==> src/rtl/pipe_hazard_ctrl.sv <==
// pipe_hazard_ctrl: stall/flush sequencer for the 5-stage pipeline (load-use, MEM redirects, dmem wait with timeout)
module pipe_hazard_ctrl #(
  parameter int CNT_W       = 16,
  parameter int TO_W        = 8,
  parameter int MEM_TIMEOUT = 200
) (
  input  logic             CLK,
  input  logic             RST_N,
  input  logic [4:0]       id_rs,
  input  logic [4:0]       id_rt,
  input  logic             id_uses_rt,
  input  logic             ex_memread,
  input  logic [4:0]       ex_wreg,
  input  logic             mem_branch_taken,
  input  logic             mem_jump,
  input  logic             dmem_req,
  input  logic             dmem_ready,
  output logic             pc_en,
  output logic             ifid_en,
  output logic             idex_en,
  output logic             exmem_en,
  output logic             memwb_en,
  output logic             ifid_flush,
  output logic             idex_flush,
  output logic             exmem_flush,
  output logic [1:0]       pc_sel,
  output logic             err,
  output logic [CNT_W-1:0] stall_cnt,
  output logic [CNT_W-1:0] flush_cnt
);
  typedef enum logic [1:0] {RUN, MEM_WAIT, ERROR} state_t;
  state_t          state, state_nx;
  logic [TO_W-1:0] timer, timer_nx;
  logic            busy, redir, lu, go, flush_ev, stall;
  assign busy  = dmem_req & ~dmem_ready;
  assign redir = mem_branch_taken | mem_jump;
  assign lu    = ex_memread & (|ex_wreg) & ((ex_wreg == id_rs) | (id_uses_rt & (ex_wreg == id_rt)));
  // go: the normal redirect/load-use/run rules apply this cycle
  assign go    = RST_N & (((state == RUN) & ~busy) | ((state == MEM_WAIT) & dmem_ready));
  always_ff @(negedge CLK or negedge RST_N)
    if (!RST_N) begin
      state     <= RUN;
      timer     <= '0;
      err       <= 1'b0;
      stall_cnt <= '0;
      flush_cnt <= '0;
    end else begin
      state <= state_nx;
      timer <= timer_nx;
      err   <= err | (state_nx == ERROR);
      if (!pc_en && ~&stall_cnt) stall_cnt <= stall_cnt + 1'b1;
      if (flush_ev && ~&flush_cnt) flush_cnt <= flush_cnt + 1'b1;
    end
  always_comb begin
    state_nx = state;
    timer_nx = timer;
    if (state == RUN && busy) begin
      state_nx = MEM_WAIT;
      timer_nx = TO_W'(1);
    end else if (state == MEM_WAIT && dmem_ready) begin
      state_nx = RUN;
      timer_nx = '0;
    end else if (state == MEM_WAIT) begin
      timer_nx = timer + 1'b1;
      state_nx = (timer == TO_W'(MEM_TIMEOUT - 1)) ? ERROR : MEM_WAIT;
    end
  end
  always_comb begin
    flush_ev    = go & redir;
    stall       = go & ~redir & lu;
    pc_en       = go & ~stall;
    ifid_en     = go & ~stall;
    idex_en     = go;
    exmem_en    = go;
    memwb_en    = go;
    ifid_flush  = ~RST_N | flush_ev;
    idex_flush  = ~RST_N | flush_ev | stall;
    exmem_flush = ~RST_N | flush_ev;
    pc_sel      = !flush_ev ? 2'd0 : mem_jump ? 2'd2 : 2'd1;
  end
endmodule
==> config.mk <==
export PLATFORM = sky130hd
export DESIGN_NAME = pipe_hazard_ctrl
export DESIGN_NICKNAME = d
export VERILOG_FILES = /design/src/rtl/pipe_hazard_ctrl.sv
export SDC_FILE = /design/constraint.sdc
export NUM_CORES = 1
export LEC_CHECK = 0
export CORE_AREA = 2 2 77 79
export CTS_CLUSTER_DIAMETER = 40
export DETAILED_ROUTE_END_ITERATION = 7
export DIE_AREA = 0 0 79 81
export PLACE_DENSITY_LB_ADDON = 0.1
export SYNTH_ARGS = -nofsm -noshare
export SYNTH_HDL_FRONTEND = slang
export SYNTH_SLANG_ARGS = --single-unit
==> constraint.sdc <==
create_clock -name CLK -period 2.15 [get_ports CLK]
set_clock_uncertainty 0.1 [all_clocks]
set_input_delay 0.3225 -clock CLK [delete_from_list [all_inputs] [get_ports CLK]]
set_output_delay 0.3225 -clock CLK [all_outputs]
set_load 0.02 [all_outputs]
# [Yosys cells after proc, flatten, opt, wreduce, memory -nomap -nowiden]
# Cells that the tools add are included.
# Widths: inputs -> output; s select.
[word_totals] regBits=43 inputBits=23 out_inout_bits=43 wordCells=56
[classes] add_sub_neg=3 n_eq_ne=5 mux=9 n_bitwise=22 reduce_logical=12
[op_table] op="$add 16x1->16 const B" n=2
[op_table] op="$reduce_and 16->1" n=2
[op_table] op="$mux 8" n=3
[op_table] op="$mux 2" n=6
[op_table] op="$and 1x1->1" n=11
[op_table] op="$eq 5x5->1" n=2
[op_table] op="$add 8x1->8 const B" n=1
[op_table] op="$eq 8x8->1 const B" n=1
[op_table] op="$or 1x1->1" n=6
[op_table] op="$not 1->1" n=5
[op_table] op="$reduce_or 5->1" n=1
[op_table] op="$logic_and 1x1->1" n=4
[op_table] op="$logic_not 1->1" n=3
[op_table] op="$reduce_bool 3->1" n=1
[op_table] op="$eq 2x1->1 const B" n=1
[op_table] op="$eq 2x2->1 const B" n=1
[op_table] op="$logic_not 2->1" n=1

# [Longest topological paths before layout]
[logic_depth] word_depth=12 ltp_mapped=8 ltp_nobuf=7

==> out/metrics.yaml <==
floorplanning:
  num_rows: 28
  dieArea_um2: 6400
  die_w_um: 79
  ios: 66
  start_util: 0.408
  die_y_um: 81
  core-area_um2: 5680
global_routing:
  grt_pass1_wl_um: 11800
  overflow: 0
  grt_pass1_vias: 2430
  grt.total_usage: 0.236
  grt_start_max_net_pins: 45
  antenna_found_initial: 0
synth:
  syn-num-nets: 262
  syn_area_um2: 2320
  yosys_warnings: 0
  synth_ff_type: "dfrtn_1"
  netlist_instances: 236
  synth-seq-area-share: 0.464
  yosysUniqueCellTypes: 40
  syn_area_per_cell_um2: 9.82
  ys_ff_latch: 43
  synth_edf_count: 0
  async_flop_share: 1.00
cts:
  clock_latency_ns: 0.30
  cts_root_buf: "clkbuf_8"
  cts-buffers-inserted: 5
  cts_buffer_depth: 2
  clk_pin_slew_worst_paths_ns: 0.06
  cts_hold_buf: 0
  htree_num_levels: 2
  cts_tree: "done"
  cts_sinks: 43
cells_and_area:
  fin_util: 0.789
  drive_above_1_share: 0.598
  nNetsFinal: 423
  insertedDiodeCount: 0
  fin_area_um2: 4480
  syn2layout_area_growth_pct: 93.1
  nFillCells: 363
setup_path:
  r2r-start: "stall_cnt[2]"
  worstPathCellList: "nor2_4, o21ai_4, buf_6, o21ai_4, a31o_4, buf_6"
  r2r_slack_ns: -0.26
  cp_max_fo: 4
  max_stage_delay_ns: 0.45
  cp-end-kind: "output pin"
  timing.rr.end: "stall_cnt[15]"
  cp-start-kind: "flip-flop"
  worst_ep_arrival_time_ns: 2.64
  r2r_cells: 8
  cp_slowest_cell: "dfrtn_1"
  cp-endpoint: "idex_flush"
  crit_required_ns: 1.73
  critical_path_class: "flip-flop to output pin"
  startpoint: "state[0]"
sta:
  rsz0062_at_grt: "yes"
  drv_slew: 0
  hold_viol: 0
  fin_setup_tns_ns: -32.43
  setup_violations: 75
  worst_pin_slew_ns: 0.601
  worst_slew_margin_rel: 0.599
  fin_ws_ns: -0.916
route:
  drt_iter0_drc: 134
  viasPerCell: 4.93
  ant_nets: 0
  drc: 0
  drt-pass1-iter-count: 4
  wirelength_um: 7340
  num_vias: 2333
  wl_per_cell_um: 15.5
power:
  p_per_area_nw_per_um2: 763
  ir_worst_vdd_mv: 0.822
  finalPower_mw: 3.42
  p_leak_nw: 2.13
flow_run:
  cap_violations: 0
place:
  dpl_cell_area_um2: 3530
  port_buffers: 65
  gp_congestion: 0.862
  hpwl_um: 4430
worst_hold_path:
  hp-class: "flip-flop to flip-flop"
run_status:
  failed_checks: "setup timing"
  status: "finished with violations"
## power breakdown
part / leakage (nW) / internal, mW / switching (mW)
logic: 1.54 / 0.942 / 0.826
clock network: 0.0412 / 0.228 / 0.297
registers: 0.543 / 0.995 / 0.129
total: 2.13 / 2.16 / 1.25
## worst max-delay path, delay by kind of cell (launching register included)
family | cells | cell delay [ns]
compound gates | 3 | 0.47
flops | 1 | 0.45
buf+inv | 2 | 0.29
simple gates | 1 | 0.06
## cell usage after synthesis (all sizes together), types with 2 or more instances
| master | number | area share |
|---|---|---|
| or4 | 2 | 0.0081 |
| xor2 | 18 | 0.068 |
| nor2 | 18 | 0.031 |
| and4 | 3 | 0.012 |
| xnor2 | 19 | 0.072 |
| and3 | 6 | 0.018 |
| nand3 | 18 | 0.039 |
| o21ai | 13 | 0.028 |
| o21bai | 2 | 0.0065 |
| mux2 | 5 | 0.024 |
| dfrtn | 43 | 0.46 |
| clkbuf | 2 | 0.0032 |
| nor2b | 3 | 0.0081 |
| nor3b | 3 | 0.0097 |
| nor4b | 3 | 0.011 |
| a21oi | 3 | 0.0065 |
| nand2 | 27 | 0.044 |
| nand4 | 4 | 0.011 |
| nor4 | 5 | 0.013 |
| buf | 6 | 0.023 |
| inv | 6 | 0.0097 |
| nor3 | 10 | 0.026 |
| nand2b | 5 | 0.013 |
| ha | 3 | 0.016 |
## per-stage QoR
step | instances | hold WS (ns) | setup slack (ns)
6_report | 473 | 0.347 | -0.916
5_1_grt | 473 | 0.387 | -0.978
4_1_cts | 459 | 0.358 | -0.921
3_5_place_dp | 434 | 0.327 | -1.50
3_3_place_gp | 434 | 0.327 | -1.45
2_1_floorplan | 236 | 0.329 | -0.848
## worst min path at each step
stage / from / slack (ns) / depth (start not counted) / endpoint
after floorplan: timer[1] / 0.33 / 2 / timer[1]
after global placement: err / 0.33 / 1 / err
after detailed placement: err / 0.33 / 1 / err
after CTS: err / 0.36 / 1 / err
after global routing: err / 0.39 / 1 / err
final: err / 0.35 / 1 / err
## final cells by class
class | instances | area [um2] | share of cell area
flip-flops and latches | 43 | 1080 | 0.240
inverters | 6 | 22.5 | 0.00503
multi-input cells | 179 | 1700 | 0.380
clock buffers | 6 | 72.6 | 0.0162
clock inverters | 2 | 12.5 | 0.00280
repair buffers | 162 | 1500 | 0.334
well taps | 75 | 93.8 | 0.0210
## per-layer routing
layer	global-route usage	routed length (um)	up-vias
li1	-	-	1145
met1	0.301	3050	1121
met2	0.416	3880	60
met3	0.0422	338	7
met4	0.0586	71	0
met5	0	0	-
## placed cells by master (no fill, tap or decap), types with 2 or more instances in the layout
cell type / netlist / final
clkbuf_8: 0 / 5
o21ai_1: 1 / 4
nand3_2: 0 / 4
xor2_1: 18 / 18
and3_1: 5 / 5
o21ai_0: 12 / 6
buf_2: 0 / 8
ha_1: 3 / 3
buf_8: 0 / 2
nor4_4: 0 / 4
nand3_1: 18 / 13
buf_4: 4 / 77
nor3_1: 9 / 2
nor2_1: 16 / 11
nand4_1: 4 / 4
or4_4: 1 / 2
xnor2_4: 0 / 2
a21oi_4: 0 / 2
nand2b_4: 0 / 2
xnor2_2: 0 / 11
dlygate4sd2_1: 0 / 2
nor4b_4: 0 / 2
nand2_2: 0 / 4
buf_6: 2 / 71
mux2_4: 0 / 4
nand2_1: 27 / 22
nor3b_2: 0 / 2
o21ai_4: 0 / 2
nor3_4: 1 / 8
nor2_4: 0 / 7
dfrtn_1: 43 / 43
xnor2_1: 19 / 6
inv_1: 6 / 5
nand2b_1: 5 / 3
nor2b_2: 0 / 2
and4_1: 2 / 2
## state kept, by name (all words and copies together) (netlist names)
name       flops
flush_cnt     16
stall_cnt     16
timer          8
state          2
err            1
## cell families (layout without fill, tap and decap cells)
logic type / after synthesis / in the layout / share of synthesized area
XOR/XNOR: 37 / 37 / 0.140
multiplexers: 6 / 6 / 0.0286
flip-flops: 43 / 43 / 0.464
buffers and inverters: 14 / 176 / 0.0356
AO/OA/AOI/OAI: 25 / 25 / 0.0664
AND/OR/NAND/NOR: 108 / 108 / 0.249
adder cells (fa/ha/maj): 3 / 3 / 0.0162
## timing repair
action                                  CTS  global route
pin swaps                                66            34
buffers inserted                         18            17
gates resized for setup                 435            40
cloned                                    1             0
endpoints found under the setup margin   86            83
Power figures use the tool's default switching activity.
